[src/rtl/control_unit_mc_pkg.sv]
// Shared types and encodings for the multicycle control unit: FSM states,
// ALU operation codes, opcodes and datapath select encodings.
package control_unit_mc_pkg;

  typedef enum logic [3:0] {
    S_FETCH,
    S_DECODE,
    S_MEMADR,
    S_MEMREAD,
    S_MEMWB,
    S_MEMWRITE,
    S_EXECR,
    S_EXECI,
    S_ALUWB,
    S_BEQ,
    S_JAL
  } state_e;

  typedef enum logic [2:0] {
    ALU_ADD = 3'b000,
    ALU_SUB = 3'b001,
    ALU_AND = 3'b010,
    ALU_OR  = 3'b011,
    ALU_XOR = 3'b100,
    ALU_SLT = 3'b101
  } alu_ctrl_e;

  typedef enum logic [1:0] {
    ALUOP_ADD   = 2'b00,
    ALUOP_SUB   = 2'b01,
    ALUOP_FUNCT = 2'b10
  } alu_op_e;

  typedef enum logic [1:0] {
    RES_ALUOUT = 2'b00,
    RES_DATA   = 2'b01,
    RES_ALU    = 2'b10
  } result_src_e;

  typedef enum logic [1:0] {
    SRCA_PC    = 2'b00,
    SRCA_OLDPC = 2'b01,
    SRCA_RS1   = 2'b10
  } src_a_e;

  typedef enum logic [1:0] {
    SRCB_RS2  = 2'b00,
    SRCB_IMM  = 2'b01,
    SRCB_FOUR = 2'b10
  } src_b_e;

  localparam logic [6:0] OP_LOAD   = 7'b0000011;
  localparam logic [6:0] OP_STORE  = 7'b0100011;
  localparam logic [6:0] OP_RTYPE  = 7'b0110011;
  localparam logic [6:0] OP_ITYPE  = 7'b0010011;
  localparam logic [6:0] OP_BRANCH = 7'b1100011;
  localparam logic [6:0] OP_JAL    = 7'b1101111;

  // Per-state control word; pc_update and branch are folded into pc_write later.
  typedef struct packed {
    logic        pc_update;
    logic        branch;
    logic        adr_src;
    logic        ir_write;
    logic        mem_write;
    logic        reg_write;
    result_src_e result_src;
    src_a_e      src_a;
    src_b_e      src_b;
    alu_op_e     alu_op;
  } ctrl_t;

  // Shifts and sltu share funct3 slots the ALU cannot execute.
  function automatic logic is_unsupported_funct3(input logic [2:0] funct3);
    return (funct3 == 3'b001) || (funct3 == 3'b011) || (funct3 == 3'b101);
  endfunction

endpackage

[src/rtl/control_unit_mc_alu_decoder.sv]
// Combinational ALU decoder: maps the FSM's aluop and the instruction funct
// fields to the ALU operation select.
module alu_decoder
  import control_unit_mc_pkg::*;
(
  input  alu_op_e    alu_op_i,
  input  logic [2:0] funct3_i,
  input  logic       op_b5_i,
  input  logic       funct7b5_i,
  output alu_ctrl_e  alu_control_o
);

  // NOTE: every always_comb output gets a default first so no path infers a latch.
  always_comb begin
    alu_control_o = ALU_ADD;
    case (alu_op_i)
      ALUOP_ADD: alu_control_o = ALU_ADD;
      ALUOP_SUB: alu_control_o = ALU_SUB;
      ALUOP_FUNCT: begin
        case (funct3_i)
          3'b000: begin
            // Only R-type (op[5]=1) can subtract; addi ignores bit 30.
            if (op_b5_i && funct7b5_i) alu_control_o = ALU_SUB;
            else                       alu_control_o = ALU_ADD;
          end
          3'b010:  alu_control_o = ALU_SLT;
          3'b100:  alu_control_o = ALU_XOR;
          3'b110:  alu_control_o = ALU_OR;
          3'b111:  alu_control_o = ALU_AND;
          default: alu_control_o = ALU_ADD;
        endcase
      end
      default: alu_control_o = ALU_ADD;
    endcase
  end

endmodule

[src/rtl/control_unit_mc.sv]
// Multicycle RISC-V control unit: Moore FSM sequencing fetch, decode, memory,
// ALU and branch steps, plus the ALU operation decode.
module control_unit_mc
  import control_unit_mc_pkg::*;
#(
  parameter int AluCtrlWidth = 3
) (
  input  logic                    clk_i,
  input  logic                    rst_ni,
  input  logic [6:0]              op_i,
  input  logic [2:0]              funct3_i,
  input  logic                    funct7b5_i,
  input  logic                    zero_i,
  output logic                    pc_write_o,
  output logic                    adr_src_o,
  output logic                    ir_write_o,
  output logic                    mem_write_o,
  output logic                    reg_write_o,
  output logic [1:0]              result_src_o,
  output logic [1:0]              alu_src_a_o,
  output logic [1:0]              alu_src_b_o,
  output logic [AluCtrlWidth-1:0] alu_control_o,
  output logic                    illegal_o
);

  state_e    state;
  state_e    state_next;
  ctrl_t     ctrl;
  alu_ctrl_e alu_ctrl;
  logic      illegal;

  // NOTE: sequential state uses non-blocking assignments; reset is asynchronous.
  always_ff @(posedge clk_i or negedge rst_ni) begin
    if (!rst_ni) state <= S_FETCH;
    else         state <= state_next;
  end

  always_comb begin
    state_next = S_FETCH;
    case (state)
      S_FETCH: state_next = S_DECODE;
      S_DECODE: begin
        case (op_i)
          OP_LOAD, OP_STORE: state_next = S_MEMADR;
          OP_RTYPE:  state_next = is_unsupported_funct3(funct3_i) ? S_FETCH : S_EXECR;
          OP_ITYPE:  state_next = is_unsupported_funct3(funct3_i) ? S_FETCH : S_EXECI;
          OP_BRANCH: state_next = S_BEQ;
          OP_JAL:    state_next = S_JAL;
          default:   state_next = S_FETCH;
        endcase
      end
      S_MEMADR:  state_next = op_i[5] ? S_MEMWRITE : S_MEMREAD;
      S_MEMREAD: state_next = S_MEMWB;
      S_EXECR, S_EXECI, S_JAL: state_next = S_ALUWB;
      default:   state_next = S_FETCH;
    endcase
  end

  always_comb begin
    ctrl = '0;
    case (state)
      S_FETCH: begin
        ctrl.ir_write   = 1'b1;
        ctrl.pc_update  = 1'b1;
        ctrl.src_a      = SRCA_PC;
        ctrl.src_b      = SRCB_FOUR;
        ctrl.result_src = RES_ALU;
        ctrl.alu_op     = ALUOP_ADD;
      end
      S_DECODE: begin
        ctrl.src_a  = SRCA_OLDPC;
        ctrl.src_b  = SRCB_IMM;
        ctrl.alu_op = ALUOP_ADD;
      end
      S_MEMADR: begin
        ctrl.src_a  = SRCA_RS1;
        ctrl.src_b  = SRCB_IMM;
        ctrl.alu_op = ALUOP_ADD;
      end
      S_MEMREAD: begin
        ctrl.adr_src    = 1'b1;
        ctrl.result_src = RES_ALUOUT;
      end
      S_MEMWB: begin
        ctrl.result_src = RES_DATA;
        ctrl.reg_write  = 1'b1;
      end
      S_MEMWRITE: begin
        ctrl.adr_src   = 1'b1;
        ctrl.mem_write = 1'b1;
      end
      S_EXECR: begin
        ctrl.src_a  = SRCA_RS1;
        ctrl.src_b  = SRCB_RS2;
        ctrl.alu_op = ALUOP_FUNCT;
      end
      S_EXECI: begin
        ctrl.src_a  = SRCA_RS1;
        ctrl.src_b  = SRCB_IMM;
        ctrl.alu_op = ALUOP_FUNCT;
      end
      S_ALUWB: ctrl.reg_write = 1'b1;
      S_BEQ: begin
        ctrl.src_a  = SRCA_RS1;
        ctrl.src_b  = SRCB_RS2;
        ctrl.alu_op = ALUOP_SUB;
        ctrl.branch = 1'b1;
      end
      S_JAL: begin
        ctrl.src_a     = SRCA_OLDPC;
        ctrl.src_b     = SRCB_FOUR;
        ctrl.alu_op    = ALUOP_ADD;
        ctrl.pc_update = 1'b1;
      end
      default: ctrl = '0;
    endcase
  end

  // Unsupported instructions are exactly the decodes that fall straight back to fetch.
  assign illegal = (state == S_DECODE) && (state_next == S_FETCH);

  alu_decoder u_alu_decoder (
    .alu_op_i      (ctrl.alu_op),
    .funct3_i      (funct3_i),
    .op_b5_i       (op_i[5]),
    .funct7b5_i    (funct7b5_i),
    .alu_control_o (alu_ctrl)
  );

  // Reset holds the state in FETCH, so strobes are gated while selects keep FETCH values.
  assign pc_write_o    = rst_ni & (ctrl.pc_update | (ctrl.branch & zero_i));
  assign ir_write_o    = rst_ni & ctrl.ir_write;
  assign mem_write_o   = rst_ni & ctrl.mem_write;
  assign reg_write_o   = rst_ni & ctrl.reg_write;
  assign illegal_o     = rst_ni & illegal;
  assign adr_src_o     = ctrl.adr_src;
  assign result_src_o  = ctrl.result_src;
  assign alu_src_a_o   = ctrl.src_a;
  assign alu_src_b_o   = ctrl.src_b;
  assign alu_control_o = AluCtrlWidth'(alu_ctrl);

endmodule

[config.mk]
export PLATFORM = sky130hd
export DESIGN_NAME = control_unit_mc
export DESIGN_NICKNAME = d
export VERILOG_FILES = /design/src/rtl/control_unit_mc_pkg.sv /design/src/rtl/control_unit_mc_alu_decoder.sv /design/src/rtl/control_unit_mc.sv
export SDC_FILE = /design/constraint.sdc
export NUM_CORES = 1
export LEC_CHECK = 0
export BUFFER_PORTS_ARGS = -buffer_cell sky130_fd_sc_hd__buf_4
export CORE_UTILIZATION = 30
export CTS_CLUSTER_SIZE = 16
export DETAILED_ROUTE_END_ITERATION = 10
export GPL_ROUTABILITY_DRIVEN = 1
export MAX_ROUTING_LAYER = met4
export PLACE_DENSITY_LB_ADDON = 0.12
export SYNTH_ARGS = -nofsm -noshare
export SYNTH_HDL_FRONTEND = slang
export SYNTH_SLANG_ARGS = --single-unit
[constraint.sdc]
create_clock -name clk_i -period 2.9 [get_ports clk_i]
set_clock_uncertainty 0.1 [all_clocks]
set_input_delay 0.58 -clock clk_i [delete_from_list [all_inputs] [get_ports clk_i]]
set_output_delay 0.58 -clock clk_i [all_outputs]
set_load 0.01 [all_outputs]
==> impl_summary.log <==
INFO  metric post_synth_inst_count = 73
INFO  metric critical_path_peak_fanout = 12
INFO  metric synth.top_cell.area_share = 0.1852
INFO  metric grt-ovfl-total = 0
INFO  metric crit_arrival = 1.98 ns
INFO  metric hold_violations = 0
INFO  metric drv_cap = 0
INFO  metric drtAntennaViolNets = 0
INFO  metric drive_gt1_frac = 0.4272
INFO  metric gr-usage-met2 = 0.2500
INFO  metric relSlewSlack = 0.7846
INFO  metric finalSetupViolCount = 0
INFO  metric gr-usage-all-layers = 0.1599
INFO  metric max_rail_drop_vdd = 0.2394 mV
INFO  metric grt_most_used_layer = met2
INFO  metric dr.pass1.iters = 4
INFO  metric whs = 0.05340 ns
INFO  metric post-route-drc-count = 0
INFO  metric drt_iter0_drc = 11
INFO  metric finalNetCount = 121
INFO  metric hpwl_reported_at_the_end_of_detailed_placement = 1145 um
INFO  metric yosys_warnings = 0
INFO  metric cts_tree = yes
INFO  metric cts.path.max_buffers = 2
INFO  metric grt_pass1_wl = 2290 um
INFO  metric largestRegisters = state x4
INFO  metric cts_setup_buffers = 0
INFO  metric clock_insertion_delay_at_the_later_pin_of_the_skew_report = 0.23 ns
INFO  metric dieHeight = 44.45 um
INFO  metric clock_tree.htree_level_count = 1
INFO  metric start_util = 0.3391
INFO  metric synth.top_cells.by_area = sky130_fd_sc_hd__dfrtp_1 (19%), sky130_fd_sc_hd__xnor2_1 (6.5%), sky130_fd_sc_hd__a32o_1 (5.6%)
INFO  metric gp_congestion = 0.7803
INFO  metric via_count = 634
INFO  metric grt_pass1_vias = 555
INFO  metric power_per_cell_area = 530.4 nW/um^2
INFO  metric ys_seq_area_frac = 0.1852
INFO  metric outcome = finished clean
INFO  metric start_kind = register
INFO  metric design.portCount = 29
INFO  metric via_per_inst = 4.992
INFO  metric clock_buffers_created_by_tritoncts = 3
INFO  metric largest-register = state
INFO  metric insertedDiodeCount = 0
INFO  metric std_cell_rows = 14
INFO  metric floorplan.core_area = 1594 um^2
INFO  metric crit_path_required_time = roughly 2.2 ns
INFO  metric synth_area = ~540 um^2
INFO  metric path_delay_family = simple AND/OR/NAND/NOR gates
INFO  metric post_layout_minimum_cycle_time = 2.661 ns
INFO  metric critical-path-max-stage-delay = 0.46 ns
INFO  metric critical_path.endpoint_type = output port
INFO  metric final-max-slew-violation-count = 0
INFO  metric cts.clk_slew.worst_paths = ~0.04 ns
INFO  metric grt_setup_unrepaired = no
INFO  metric cts_sinks = 4
INFO  metric timing.critical_path.cells = nand2b_1, or3_4, ha_1, nor4b_1, buf_4
INFO  metric drt_wl_total = 1388 um
INFO  metric tightestPinTransition = 0.3205 ns
INFO  metric globalRouteMet3Util = 0.02449
INFO  metric synth.net_count = 89
INFO  metric grt_start_max_net_pins = 14
INFO  metric antenna_found_initial = 0
INFO  metric post_drt_wl_per_cell = 10.93 um
INFO  metric dieWidth = roughly 44 um
INFO  metric ys_types = 32
INFO  metric ctsRootBufferMaster = sky130_fd_sc_hd__clkbuf_4
INFO  metric die-area = 1975 um^2
INFO  metric max_ffs_per_register = 4
INFO  metric ys.flop_type = sky130_fd_sc_hd__dfrtp_1
INFO  metric ys_top_cells_by_count = sky130_fd_sc_hd__nand2_1 (8), sky130_fd_sc_hd__nor2_1 (8), sky130_fd_sc_hd__nor3_1 (6)
INFO  metric timing.hold.worst.class = in -> async
INFO  metric io_buffer_count = 28
INFO  metric synth-edff-count = 0
INFO  metric synth_largest_area_cell = sky130_fd_sc_hd__dfrtp_1
INFO  metric fmaxAchievable = around 380 MHz
INFO  metric worst-r2r-setup-slack = 1.36 ns
INFO  metric syn_avg_cell_area = 7.404 um^2
INFO  metric area_delta_synth_final = 46.99%
INFO  metric timing.setup.critical_path_class = reg -> out
INFO  metric critical_path.n_buffers_inverters = 1
INFO  metric setup_total_negative_slack = 0 ns
INFO  metric async_reset_ff_frac = 1.000
INFO  metric cp_max_stage_cell = sky130_fd_sc_hd__dfrtp_2
INFO  metric grt_util_met1 = 0.1941
INFO  metric final_worst_path_period_share = 0.9174
INFO  metric power_leakage = about 0.38 nW
INFO  metric postSynthRegisterBits = 4
-- layer usage --
| layer | share of wire | vias to the layer above |
|---|---|---|
| met5 | 0 | - |
| met3 | 0.050 | 0 |
| li1 | - | 326 |
| met4 | 0 | 0 |
| met1 | 0.46 | 284 |
| met2 | 0.49 | 24 |
-- report_power, final --
group,internal (W),switching [W],leakage [nW]
sequential,0.0000648,0.00000897,0.0515
clock,0.0000462,0.0000214,0.0138
combinational,0.000140,0.000140,0.313
-- what timing repair did --
action	4_1_cts	5_1_grt
hold buffers	0	0
gates resized for setup	0	1
endpoints found under the setup margin	0	1
-- placed cells by master (no fill, tap or decap), types with 2 or more instances in the layout --
master                     Yosys  routed
sky130_fd_sc_hd__ha_1          2       2
sky130_fd_sc_hd__inv_1         2       2
sky130_fd_sc_hd__nor3_1        6       6
sky130_fd_sc_hd__clkbuf_4      0       3
sky130_fd_sc_hd__dfrtp_1       4       3
sky130_fd_sc_hd__nand3_1       3       3
sky130_fd_sc_hd__nor2_1        8       8
sky130_fd_sc_hd__xnor2_1       4       4
sky130_fd_sc_hd__a32o_1        3       3
sky130_fd_sc_hd__o21ai_0       4       4
sky130_fd_sc_hd__a21oi_1       3       3
sky130_fd_sc_hd__a31oi_1       2       2
sky130_fd_sc_hd__nor2b_1       3       3
sky130_fd_sc_hd__nand2_1       8       8
sky130_fd_sc_hd__buf_4         0      31
-- path summary, 6_finish.rpt --
kind                          start               end  depth (start not counted)
min in group clk_i          op_i[5]          state[0]                          2
max in group asynchronous    rst_ni          state[3]                          1
min reg2reg                state[2]          state[2]                          2
max reg2reg                state[0]          state[0]                          5
min                          rst_ni          state[2]                          1
max                        state[3]  alu_control_o[2]                          5
-- metrics by stage --
step / instances / setup WS [ns] / area, um^2 / util / power [W]
2_1_floorplan: 73 / 0.5325 / 540.5 / - / 0.0002488
3_3_place_gp: 124 / 0.4471 / 770.7 / 0.4835 / 0.0003527
3_5_place_dp: 124 / 0.3887 / 770.7 / 0.4835 / 0.0003584
4_1_cts: 127 / 0.1261 / 793.3 / 0.4976 / 0.0004268
5_1_grt: 127 / 0.08040 / 794.5 / 0.4984 / 0.0004592
6_report: 127 / 0.2394 / 794.5 / 0.4984 / 0.0004214
-- cells by family (layout without fill, tap and decap cells) --
family | after synthesis | count (layout) | share of synthesized area
xor+xnor | 4 | 4 | 0.06481
compound gates | 16 | 16 | 0.2106
flops | 4 | 4 | 0.1852
fa+ha+maj | 2 | 2 | 0.04629
simple gates | 39 | 39 | 0.4005
buf+inv | 8 | 38 | 0.09260
-- final cells by class --
class / count / area, um^2
sequential: 4 / 101.3
fill: 168 / 799.5
tap: 24 / 30.03
clock buffer: 3 / 22.52
inverter: 4 / 17.52
timing repair buffer: 31 / 232.7
multi-input combinational: 61 / 390.4
Power figures use the tool's default switching activity.
